$ cat src/rtl/tt_pkg.sv
// tt_pkg: shared types and constants for the truth table sequencer.
package tt_pkg;
    localparam int N_VARS = 4;
    localparam int N_ROWS = 16;
    typedef enum logic [1:0] {IDLE, WAIT, SAMPLE, DONE} tt_state_t;
    localparam logic [N_ROWS-1:0] POS_B_EXPECTED = 16'h7FB8;
    function automatic logic [N_VARS:0] row_count(input logic [N_VARS-1:0] first, input logic [N_VARS-1:0] last);
        return {1'b0, last - first} + 5'd1;
    endfunction
endpackage

$ cat src/rtl/tt_index_gen.sv
// tt_index_gen: wrapping row counter with load/step and a last-row compare.
module tt_index_gen
    import tt_pkg::*;
(
    input  logic              clk,
    input  logic              rst_n,
    input  logic              clear,
    input  logic              load,
    input  logic              step,
    input  logic [N_VARS-1:0] first,
    input  logic [N_VARS-1:0] last,
    output logic [N_VARS-1:0] idx,
    output logic              is_last
);
    always_ff @(posedge clk or negedge rst_n) begin
        if (!rst_n)
            idx <= '0;
        else
            idx <= clear ? '0 : load ? first : step ? idx + 1'b1 : idx;
    end
    assign is_last = (idx == last);
endmodule

$ cat src/rtl/truth_table_sequencer.sv
// truth_table_sequencer: sweeps a row range onto a 4-input unit, samples f
// after a settle time and compares the captured table with an expected mask.
module truth_table_sequencer
    import tt_pkg::*;
#(
    parameter int SETTLE_CYCLES = 1
) (
    input  logic              clk,
    input  logic              rst_n,
    input  logic              start,
    input  logic              abort,
    input  logic [N_VARS-1:0] first_idx,
    input  logic [N_VARS-1:0] last_idx,
    input  logic [N_ROWS-1:0] expected,
    output logic [N_VARS-1:0] abcd,
    input  logic              f,
    output logic              busy,
    output logic              done,
    output logic [N_ROWS-1:0] table_out,
    output logic              pass,
    output logic [4:0]        mismatch_cnt,
    output logic [N_VARS-1:0] first_mismatch,
    output logic              mismatch_valid
);
    tt_state_t         state;
    logic [3:0]        settle_cnt;
    logic [N_VARS-1:0] last_q;
    logic [N_ROWS-1:0] exp_q;
    logic [N_VARS-1:0] idx;
    logic              is_last;
    logic              accept;
    logic              abort_run;
    logic              sample_end;
    logic              miss;
    logic [4:0]        cnt_next;

    assign accept     = (state == IDLE) && start && !abort;
    assign abort_run  = abort && ((state == WAIT) || (state == SAMPLE));
    assign sample_end = (state == SAMPLE) && !abort;
    assign miss       = f != exp_q[idx];
    assign cnt_next   = mismatch_cnt + {4'd0, miss};
    assign abcd       = idx;

    tt_index_gen u_index (
        .clk     (clk),
        .rst_n   (rst_n),
        .clear   (abort_run),
        .load    (accept),
        .step    (sample_end),
        .first   (first_idx),
        .last    (last_q),
        .idx     (idx),
        .is_last (is_last)
    );

    always_ff @(posedge clk or negedge rst_n) begin
        if (!rst_n) begin
            state          <= IDLE;
            settle_cnt     <= '0;
            last_q         <= '0;
            exp_q          <= '0;
            busy           <= 1'b0;
            done           <= 1'b0;
            table_out      <= '0;
            pass           <= 1'b0;
            mismatch_cnt   <= '0;
            first_mismatch <= '0;
            mismatch_valid <= 1'b0;
        end else begin
            case (state)
                IDLE: if (accept) begin
                    state          <= WAIT;
                    settle_cnt     <= '0;
                    last_q         <= last_idx;
                    exp_q          <= expected;
                    busy           <= 1'b1;
                    table_out      <= '0;
                    pass           <= 1'b0;
                    mismatch_cnt   <= '0;
                    first_mismatch <= '0;
                    mismatch_valid <= 1'b0;
                end
                WAIT: if (abort) begin
                    state <= IDLE;
                    busy  <= 1'b0;
                    pass  <= 1'b0;
                end else begin
                    state      <= (settle_cnt == 4'(SETTLE_CYCLES - 1)) ? SAMPLE : WAIT;
                    settle_cnt <= settle_cnt + 1'b1;
                end
                SAMPLE: if (abort) begin
                    state <= IDLE;
                    busy  <= 1'b0;
                    pass  <= 1'b0;
                end else begin
                    table_out[idx] <= f;
                    mismatch_cnt   <= cnt_next;
                    if (miss && !mismatch_valid) begin
                        first_mismatch <= idx;
                        mismatch_valid <= 1'b1;
                    end
                    settle_cnt <= '0;
                    state      <= is_last ? DONE : WAIT;
                    busy       <= !is_last;
                    done       <= is_last;
                    pass       <= is_last && (cnt_next == 5'd0);
                end
                DONE: begin
                    state <= IDLE;
                    done  <= 1'b0;
                end
                default: state <= IDLE;
            endcase
        end
    end
endmodule

$ cat config.mk
export PLATFORM = sky130hd
export DESIGN_NAME = truth_table_sequencer
export DESIGN_NICKNAME = d
export VERILOG_FILES = /design/src/rtl/tt_pkg.sv /design/src/rtl/tt_index_gen.sv /design/src/rtl/truth_table_sequencer.sv
export SDC_FILE = /design/constraint.sdc
export NUM_CORES = 1
export LEC_CHECK = 0
export CELL_PAD_IN_SITES_DETAIL_PLACEMENT = 1
export CELL_PAD_IN_SITES_GLOBAL_PLACEMENT = 1
export CORE_UTILIZATION = 33
export CTS_CLUSTER_DIAMETER = 50
export DETAILED_ROUTE_END_ITERATION = 10
export DONT_BUFFER_PORTS = 1
export PLACE_DENSITY = 0.55
export SETUP_SLACK_MARGIN = 0.5
export SLEW_MARGIN = 20
export SYNTH_ARGS = -nofsm -noshare
export SYNTH_HDL_FRONTEND = slang
export SYNTH_SLANG_ARGS = --single-unit
$ cat constraint.sdc
create_clock -name clk -period 5.24 [get_ports clk]
set_input_delay 1.572 -clock clk [delete_from_list [all_inputs] [get_ports clk]]
set_output_delay 1.572 -clock clk [all_outputs]
set_load 0.02 [all_outputs]
==> run summary, run 1 <==
Outcome -> finished clean
Critical path class -> flip-flop to flip-flop
Via count -> 2,273
Post-DP Area -> 3250 um^2
DR iter-0 viols -> 121
I/O Pins -> 62
Commonest cells post-synth -> dfrtp_1, nand2_1, o21ai_0, mux2_2
Total congestion overflow -> 0
Flip-flop and latch count after synthesis -> 59
Vias per cell -> 5.20
Max-cap violation count -> 0
Cts hold-fix bufs -> 0
Top-count cell post-synth -> dfrtp_1
Final Max Tran Viols -> 0
Setup violation total in the final timing report -> 0
Reg area -> 1480 um^2
Cts repair resizes -> 0
RSZ-0062 raised after global routing -> false
Util after Layout -> 0.372
WL final -> 7750 um
Largest net degree at the start of global routing -> 60
CP peak stage delay -> 0.91 ns
Final Hold Fails -> 0
Root Driver -> clkbuf_8
Top cells by area, synth -> dfrtp_1, mux2_2, ha_1
Met1 GRT Util -> 0.222
Met2 Track Usage GR -> 0.278
Leakage power -> 0.00152 uW
DP HPWL -> 5250 um
Routed Antenna Nets -> 0
Vias in the first global route -> 2,450
Syn nets -> 351
P&R area growth vs syn -> 8.80%
Arr. time, crit path -> 3.79 ns
Cell Chain, Critical Path -> mux2_2 -> mux4_2 -> nor2b_1 -> a41oi_1 -> xnor2_1 -> ha_1 -> ha_1 -> nand3_1 -> xnor2_1 -> nor3_1 -> nand4_1 -> nand2_1
Overall Global Routing Usage -> 0.173
VDD IR max -> 0.000238 V
Met3 GRT Util -> 0.0529
Syn avg cell area -> 10.2 um^2
Async SR Flop Fraction -> 1.00
Area of the mapped netlist -> 3160 um^2
Layout Nets -> 345
Initial Util -> 0.342
Setup total negative slack -> 0 ns
Syn Inst Count -> 309
Synth area leader -> dfrtp_1
Share of cells above drive strength 1 -> 0.149
HP Class -> flip-flop to flip-flop
Ys Warns -> 0
CTS Buf Count -> 9
Synth Flop Type -> dfrtp_1
Die H -> 99.8 um
Full die area -> 9970 um^2
CP required -> 5.52 ns
Critical path's top delay family -> flip-flops
Worst-path clk slew -> 0.08 ns
Gpl congestion -> 0.702
Max frequency -> 0.285 GHz
H-tree depth -> 3
Setup bufs post-CTS -> 0
Final period util -> 0.670
Cell Pwr Density -> 533 nW/um^2
Tmin final -> 3.51 ns
Drt wl/cell -> 17.7 um
CP Capture Type -> flip-flop
Post-synthesis sequential area ratio -> 0.468
Critical-path top delay cell -> dfrtp_1
GRT Max-Usage Layer -> met2
Top cell type's share of synthesized area -> 0.468
Residual DRC -> 0
Die width -> 99.8 um
Sink Count -> 59
Fin area -> 3440 um^2
Least-Margin Pin Slew -> 0.963 ns
Worst setup SP type -> flip-flop
Port Buffers -> 0
CTS tree -> yes
Slew margin rel. -> 0.358
Clock latency on the worst-skew pair -> 0.34 ns
Worst-case clock buffer depth -> 2
Fillers -> 1,047
Worst hold slack -> 0.499 ns
Synth cell types -> 37
Critical-path maximum fanout -> 16
Antenna fix cells -> 0
Critical path buffer and inverter count -> 0
DR pass1 iterations -> 4
Std-Cell Rows -> 35
Multi-input gate area -> 1580 um^2
Clock Skew -> 0.00915 ns
First-pass GRT wire length -> 13,200 um
Core area -> 9240 um^2
Initial antenna violation count -> 0
Post-synth EDFFs -> 0
[per-stage QoR]
step	power [uW]	setup slack, ns	std cells
after floorplan	1300	2.25	309
after global placement	1460	1.76	421
after CTS	1870	1.68	437
after global routing	1980	1.45	437
after detailed placement	1470	1.71	421
final	1830	1.73	437
[registers in the layout, summed over array words and instances (netlist names)]
signal          flops
busy                1
done                1
exp_q              16
first_mismatch      4
last_q              4
mismatch_cnt        5
mismatch_valid      1
pass                1
settle_cnt          4
state               2
table_out          16
u_index.idx         4
[cell usage in the layout, fill, tap and decap left out, types with 5 or more instances in the layout]
master    count
nor2b_1       8
a21o_1        7
and3_1        5
mux2i_1       5
dfrtp_1      59
a21boi_0     14
nand3_1      11
o21ai_0      25
xnor2_1       6
ha_1         13
mux2_2       24
nand2_1      40
clkbuf_8      9
inv_1        10
a22o_1       15
nor2_1        9
a31oi_1       5
[logic make-up (layout without fill, tap and decap cells)]
kind of cell | after synthesis | after routing | share of synthesized area
AO/OA/AOI/OAI | 80 | 80 | 0.175
XOR/XNOR | 8 | 8 | 0.0222
adder cells (fa/ha/maj) | 13 | 13 | 0.0515
buffers and inverters | 28 | 27 | 0.0357
flip-flops | 59 | 59 | 0.468
multiplexers | 31 | 31 | 0.113
AND/OR/NAND/NOR | 90 | 90 | 0.135
[final cells by class]
class                      instances  share of cell area
multi-input combinational        222               0.459
tap                              129              0.0470
clock inverter                     7              0.0153
sequential                        59               0.430
inverter                          10              0.0109
timing repair buffer               1             0.00218
clock buffer                       9              0.0361
[report_power, final]
group,switching (uW),internal (uW),leakage (uW)
logic,342,322,0.000668
clock network,207,173,0.0000783
registers,202,585,0.000771
total,750,1080,0.00152
[path summary, 6_finish.rpt]
kind	from	end	slack, ns	cells past startpoint
min in group asynchronous	rst_n	settle_cnt[0]	0.92	0
max reg2reg	u_index.idx[1]	pass	1.73	12
min reg2reg	settle_cnt[3]	settle_cnt[3]	0.50	1
max in group asynchronous	rst_n	last_q[0]	4.22	0
min	settle_cnt[3]	settle_cnt[3]	0.50	1
max	u_index.idx[1]	pass	1.73	12
[metal layers]
metal	wire, um	vias up	share of wire
met4	102	0	0.013
li1	-	1086	-
met5	0	-	0
met3	346	7	0.045
met2	3640	42	0.47
met1	3660	1138	0.47
[worst register-to-register path, delay by kind of cell, from the launching register on]
family | cells | cell delay (ns)
DFF | 1 | 0.91
muxes | 2 | 0.90
and+or+nand+nor | 5 | 0.59
adders and majority gates | 2 | 0.47
xor gates and xnor gates | 2 | 0.34
AOI/OAI and AO/OA | 1 | 0.23
Power figures use the tool's default switching activity.
==> run 2, diff against run 1 <==
PLACE_DENSITY = 0.57   (was 0.55)
clock period = 3.1 ns   (was 5.24 ns; I/O delays follow)
==> run summary, run 2 (same netlist as run 1, synthesis figures left out) <==
Outcome -> finished clean
Worst setup SP type -> flip-flop
Commonest cells after routing, fill and taps aside -> dfrtp_1, nand2_1, o21ai_0, mux2_2
Worst-case clock buffer depth -> 2
Clock latency on the worst-skew pair -> 0.34 ns
Least-Margin Pin Slew -> 0.762 ns
DR pass1 iterations -> 4
CTS tree -> yes
Die H -> 99.8 um
Commonest non-fill, non-tap cell in the layout -> dfrtp_1
Non-Filler Instances -> 451
Sink Count -> 59
VDD IR max -> 0.000436 V
Die width -> 99.8 um
Overall Global Routing Usage -> 0.182
Tmin final -> 2.82 ns
CP required -> 3.37 ns
Worst-path clk slew -> 0.07 ns
Gpl congestion -> 0.739
CP Capture Type -> flip-flop
Via count -> 2,390
Critical-path maximum fanout -> 6
Regs by FF count -> exp_q x16, table_out x16, mismatch_cnt x5
Initial Util -> 0.342
Vias in the first global route -> 2,605
Final Hold Fails -> 0
Arr. time, crit path -> 3.09 ns
Total congestion overflow -> 0
Fin area -> 3710 um^2
First-pass GRT wire length -> 13,800 um
Critical path class -> flip-flop to flip-flop
Layout Nets -> 359
DR iter-0 viols -> 124
I/O Pins -> 62
DP HPWL -> 5600 um
Setup violation total in the final timing report -> 0
WL final -> 8340 um
Residual DRC -> 0
Post-placement cell count -> 429
Largest net degree at the start of global routing -> 60
Max-cap violation count -> 0
Core area -> 9240 um^2
Std-Cell Rows -> 35
Root Driver -> clkbuf_8
RSZ-0062 raised after global routing -> true
P&R area growth vs syn -> 17.4%
CTS Buf Count -> 9
Port Buffers -> 0
Final Max Tran Viols -> 0
Clock Skew -> 0.00897 ns
Max frequency -> 0.355 GHz
H-tree depth -> 3
Setup total negative slack -> 0 ns
Vias per cell -> 5.30
Full die area -> 9970 um^2
HP Class -> primary input to asynchronous set/reset pin
Pwr Total -> 3670 uW
Final period util -> 0.909
Antenna fix cells -> 0
Drt wl/cell -> 18.5 um
Leakage power -> 0.00167 uW
Routed Antenna Nets -> 0
Slew margin rel. -> 0.492
Cell Pwr Density -> 989 nW/um^2
Initial antenna violation count -> 0
Fillers -> 1,035
Post-DP Area -> 3340 um^2
Share of cells above drive strength 1 -> 0.214
run 2: layout make-up:
cell class                      instances  area, um^2  share of cell area
Multi-Input combinational cell        222        1640               0.443
Sequential cell                        59        1480               0.399
Tap cell                              129         161              0.0435
Clock buffer                           12         155              0.0418
Clock inverter                          4         120              0.0324
Timing Repair Buffer                   15         113              0.0304
Inverter                               10        37.5              0.0101
run 2: power breakdown:
group	internal [uW]	switching [uW]	total, uW
Clock	660	319	979
Sequential	992	261	1250
Combinational	692	741	1430
Total	2340	1320	3670
run 2: stage by stage:
step	setup WS (ns)	hold WS (ns)	util
floorplan	0.270	0.446	-
global placement	0.244	0.476	0.361
detailed placement	0.184	0.484	0.361
CTS	0.211	0.258	0.397
global route	0.167	0.254	0.401
finish	0.283	0.280	0.401
run 2: per-layer routing:
| metal | track usage | vias to the layer above | wire (um) |
|---|---|---|---|
| met5 | 0 | - | 0 |
| met4 | 0.0577 | 0 | 78 |
| met3 | 0.0578 | 6 | 486 |
| met2 | 0.303 | 51 | 4120 |
| met1 | 0.224 | 1216 | 3660 |
| li1 | - | 1117 | - |
run 2: final timing paths:
check / cells past startpoint / startpoint / to / slack, ns
worst max-delay path: 12 / u_index.idx[1] / pass / 0.28
worst min-delay path: 0 / rst_n / table_out[1] / 0.28
worst max register to register: 12 / u_index.idx[1] / pass / 0.28
worst min register to register: 1 / settle_cnt[3] / settle_cnt[3] / 0.49
max in group asynchronous: 0 / rst_n / u_index.idx[1] / 2.73
min in group clk: 1 / settle_cnt[3] / settle_cnt[3] / 0.49
run 2: timing repair:
item / in CTS / in global routing
resized for setup: 4 / 9
hold buffers: 0 / 0
setup endpoints to repair: 4 / 5
buffers inserted: 5 / 1
pin swaps: 0 / 2
run 2: critical path: stages, from the launching register on:
cell and delay [ns]:
dfrtp_2 0.47, mux2_4 0.31, mux4_2 0.49, nor2b_4 0.15, a41oi_2 0.22, xnor2_2 0.15
ha_2 0.24, ha_4 0.15, nand3_2 0.09, xnor2_2 0.17, nor3_2 0.12, nand4_1 0.11
nand2_1 0.08
==> run 3, diff against run 2 <==
CORE_ASPECT_RATIO = 1.2   (was not set)
==> run summary, run 3 (same netlist as run 1, synthesis figures left out) <==
WL final -> 8070 um
Setup total negative slack -> 0 ns
Port Buffers -> 0
P&R area growth vs syn -> 15.2%
CTS Buf Count -> 9
Full die area -> 9970 um^2
Slew margin rel. -> 0.642
Final Max Tran Viols -> 0
Reg2reg end -> pass
Pwr Total -> 3440 uW
Clock Skew -> 0.0131 ns
Initial antenna violation count -> 0
Largest net degree at the start of global routing -> 60
Fillers -> 1,038
Least-Margin Pin Slew -> 0.537 ns
Root Driver -> clkbuf_8
Gpl congestion -> 0.735
Antenna fix cells -> 0
Overall Global Routing Usage -> 0.177
Final Hold Fails -> 0
Via count -> 2,382
Vias per cell -> 5.40
Setup violation total in the final timing report -> 0
RSZ-0062 raised after global routing -> true
Core area -> 9180 um^2
Final period util -> 0.914
CTS tree -> yes
Drt wl/cell -> 18.3 um
HP Class -> primary input to asynchronous set/reset pin
Layout Nets -> 358
DR pass1 iterations -> 4
Leakage power -> 0.00164 uW
Outcome -> finished clean
Routed Antenna Nets -> 0
H-tree depth -> 3
CP required -> 3.33 ns
Sink Count -> 59
I/O Pins -> 62
Die H -> 109 um
Max-cap violation count -> 0
Worst setup SP type -> flip-flop
Reg2reg path depth -> 12
Regs by FF count -> exp_q x16, table_out x16, mismatch_cnt x5
Worst-case clock buffer depth -> 2
Commonest cells after routing, fill and taps aside -> dfrtp_1, nand2_1, o21ai_0, mux2_2, a22o_1
Total congestion overflow -> 0
Die width -> 91.3 um
VDD IR max -> 0.000380 V
Commonest non-fill, non-tap cell in the layout -> dfrtp_1
CP Capture Type -> flip-flop
Arr. time, crit path -> 3.07 ns
Residual DRC -> 0
DR iter-0 viols -> 74
Critical R2R Launch -> u_index.idx[1]
Critical-path maximum fanout -> 6
First-pass GRT wire length -> 13,300 um
Std-Cell Rows -> 38
Cell Pwr Density -> 946 nW/um^2
Initial Util -> 0.344
Worst-path clk slew -> 0.08 ns
DP HPWL -> 5560 um
Tmin final -> 2.83 ns
Vias in the first global route -> 2,530
Critical path class -> flip-flop to flip-flop
Share of cells above drive strength 1 -> 0.209
R2R setup slack -> 0.27 ns
Clock latency on the worst-skew pair -> 0.35 ns
Max frequency -> 0.353 GHz
[run 3: changes by cell type in the layout (fill, tap and decap cells not counted), moves of 2 or more]
cell	change
buf_4	-2
bufinv_16	-2
clkbuf_8	-2
inv_6	+2
[run 3: power breakdown]
part / internal, uW / total, uW / switching (uW)
combinational: 673 / 1400 / 723
sequential: 992 / 1240 / 250
clock: 458 / 803 / 345
total: 2120 / 3440 / 1320
[run 3: area by class of cell]
cell class / count / area (um^2) / share of cell area
multi-input cells: 222 / 1640 / 0.451
flip-flops and latches: 59 / 1480 / 0.406
well taps: 120 / 150 / 0.0413
clock buffers: 9 / 124 / 0.0341
repair buffers: 14 / 109 / 0.0299
clock inverters: 7 / 98.8 / 0.0272
inverters: 10 / 37.5 / 0.0103
[run 3: per-stage QoR]
stage / hold slack [ns] / cell area, um^2 / instances / utilization / worst slack (ns)
detailed placement: 0.487 / 3330 / 421 / 0.363 / 0.213
finish: 0.265 / 3640 / 441 / 0.396 / 0.265
global placement: 0.483 / 3330 / 421 / 0.363 / 0.256
CTS: 0.243 / 3600 / 439 / 0.392 / 0.271
floorplan: 0.446 / 3180 / 309 / - / 0.270
global route: 0.236 / 3640 / 441 / 0.396 / 0.126
[run 3: critical path, stage by stage, from the launching register on]
cell and delay, ns:
dfrtp_2 0.47, mux2_4 0.31, mux4_2 0.49, nor2b_4 0.14, a41oi_2 0.22, xnor2_2 0.10
ha_2 0.20, ha_4 0.17, buf_4 0.13, buf_6 0.11, a31o_2 0.23, nand4_1 0.09
nand2_1 0.05
[run 3: worst max-delay path by stage]
stage                        start   end  slack [ns]  cells past startpoint
floorplan           u_index.idx[1]  pass        0.27                     13
global placement    u_index.idx[1]  pass        0.26                     12
detailed placement  u_index.idx[1]  pass        0.21                     12
CTS                 u_index.idx[1]  pass        0.27                     12
global route        u_index.idx[1]  pass        0.13                     12
finish              u_index.idx[1]  pass        0.27                     12
[run 3: metal layers]
| layer | wire [um] | global-route usage | share of wire |
|---|---|---|---|
| met5 | 0 | 0 | 0 |
| met4 | 126 | 0.0782 | 0.016 |
| met3 | 388 | 0.0551 | 0.048 |
| met2 | 3940 | 0.299 | 0.49 |
| met1 | 3610 | 0.207 | 0.45 |
[run 3: timing repair]
item	4_1_cts	5_1_grt
hold buffers	0	0
resized for setup	8	5
cloned	0	0
setup buffers	2	2
setup endpoints to repair	5	5
pin swaps	1	1
endpoints found under the hold margin	0	0
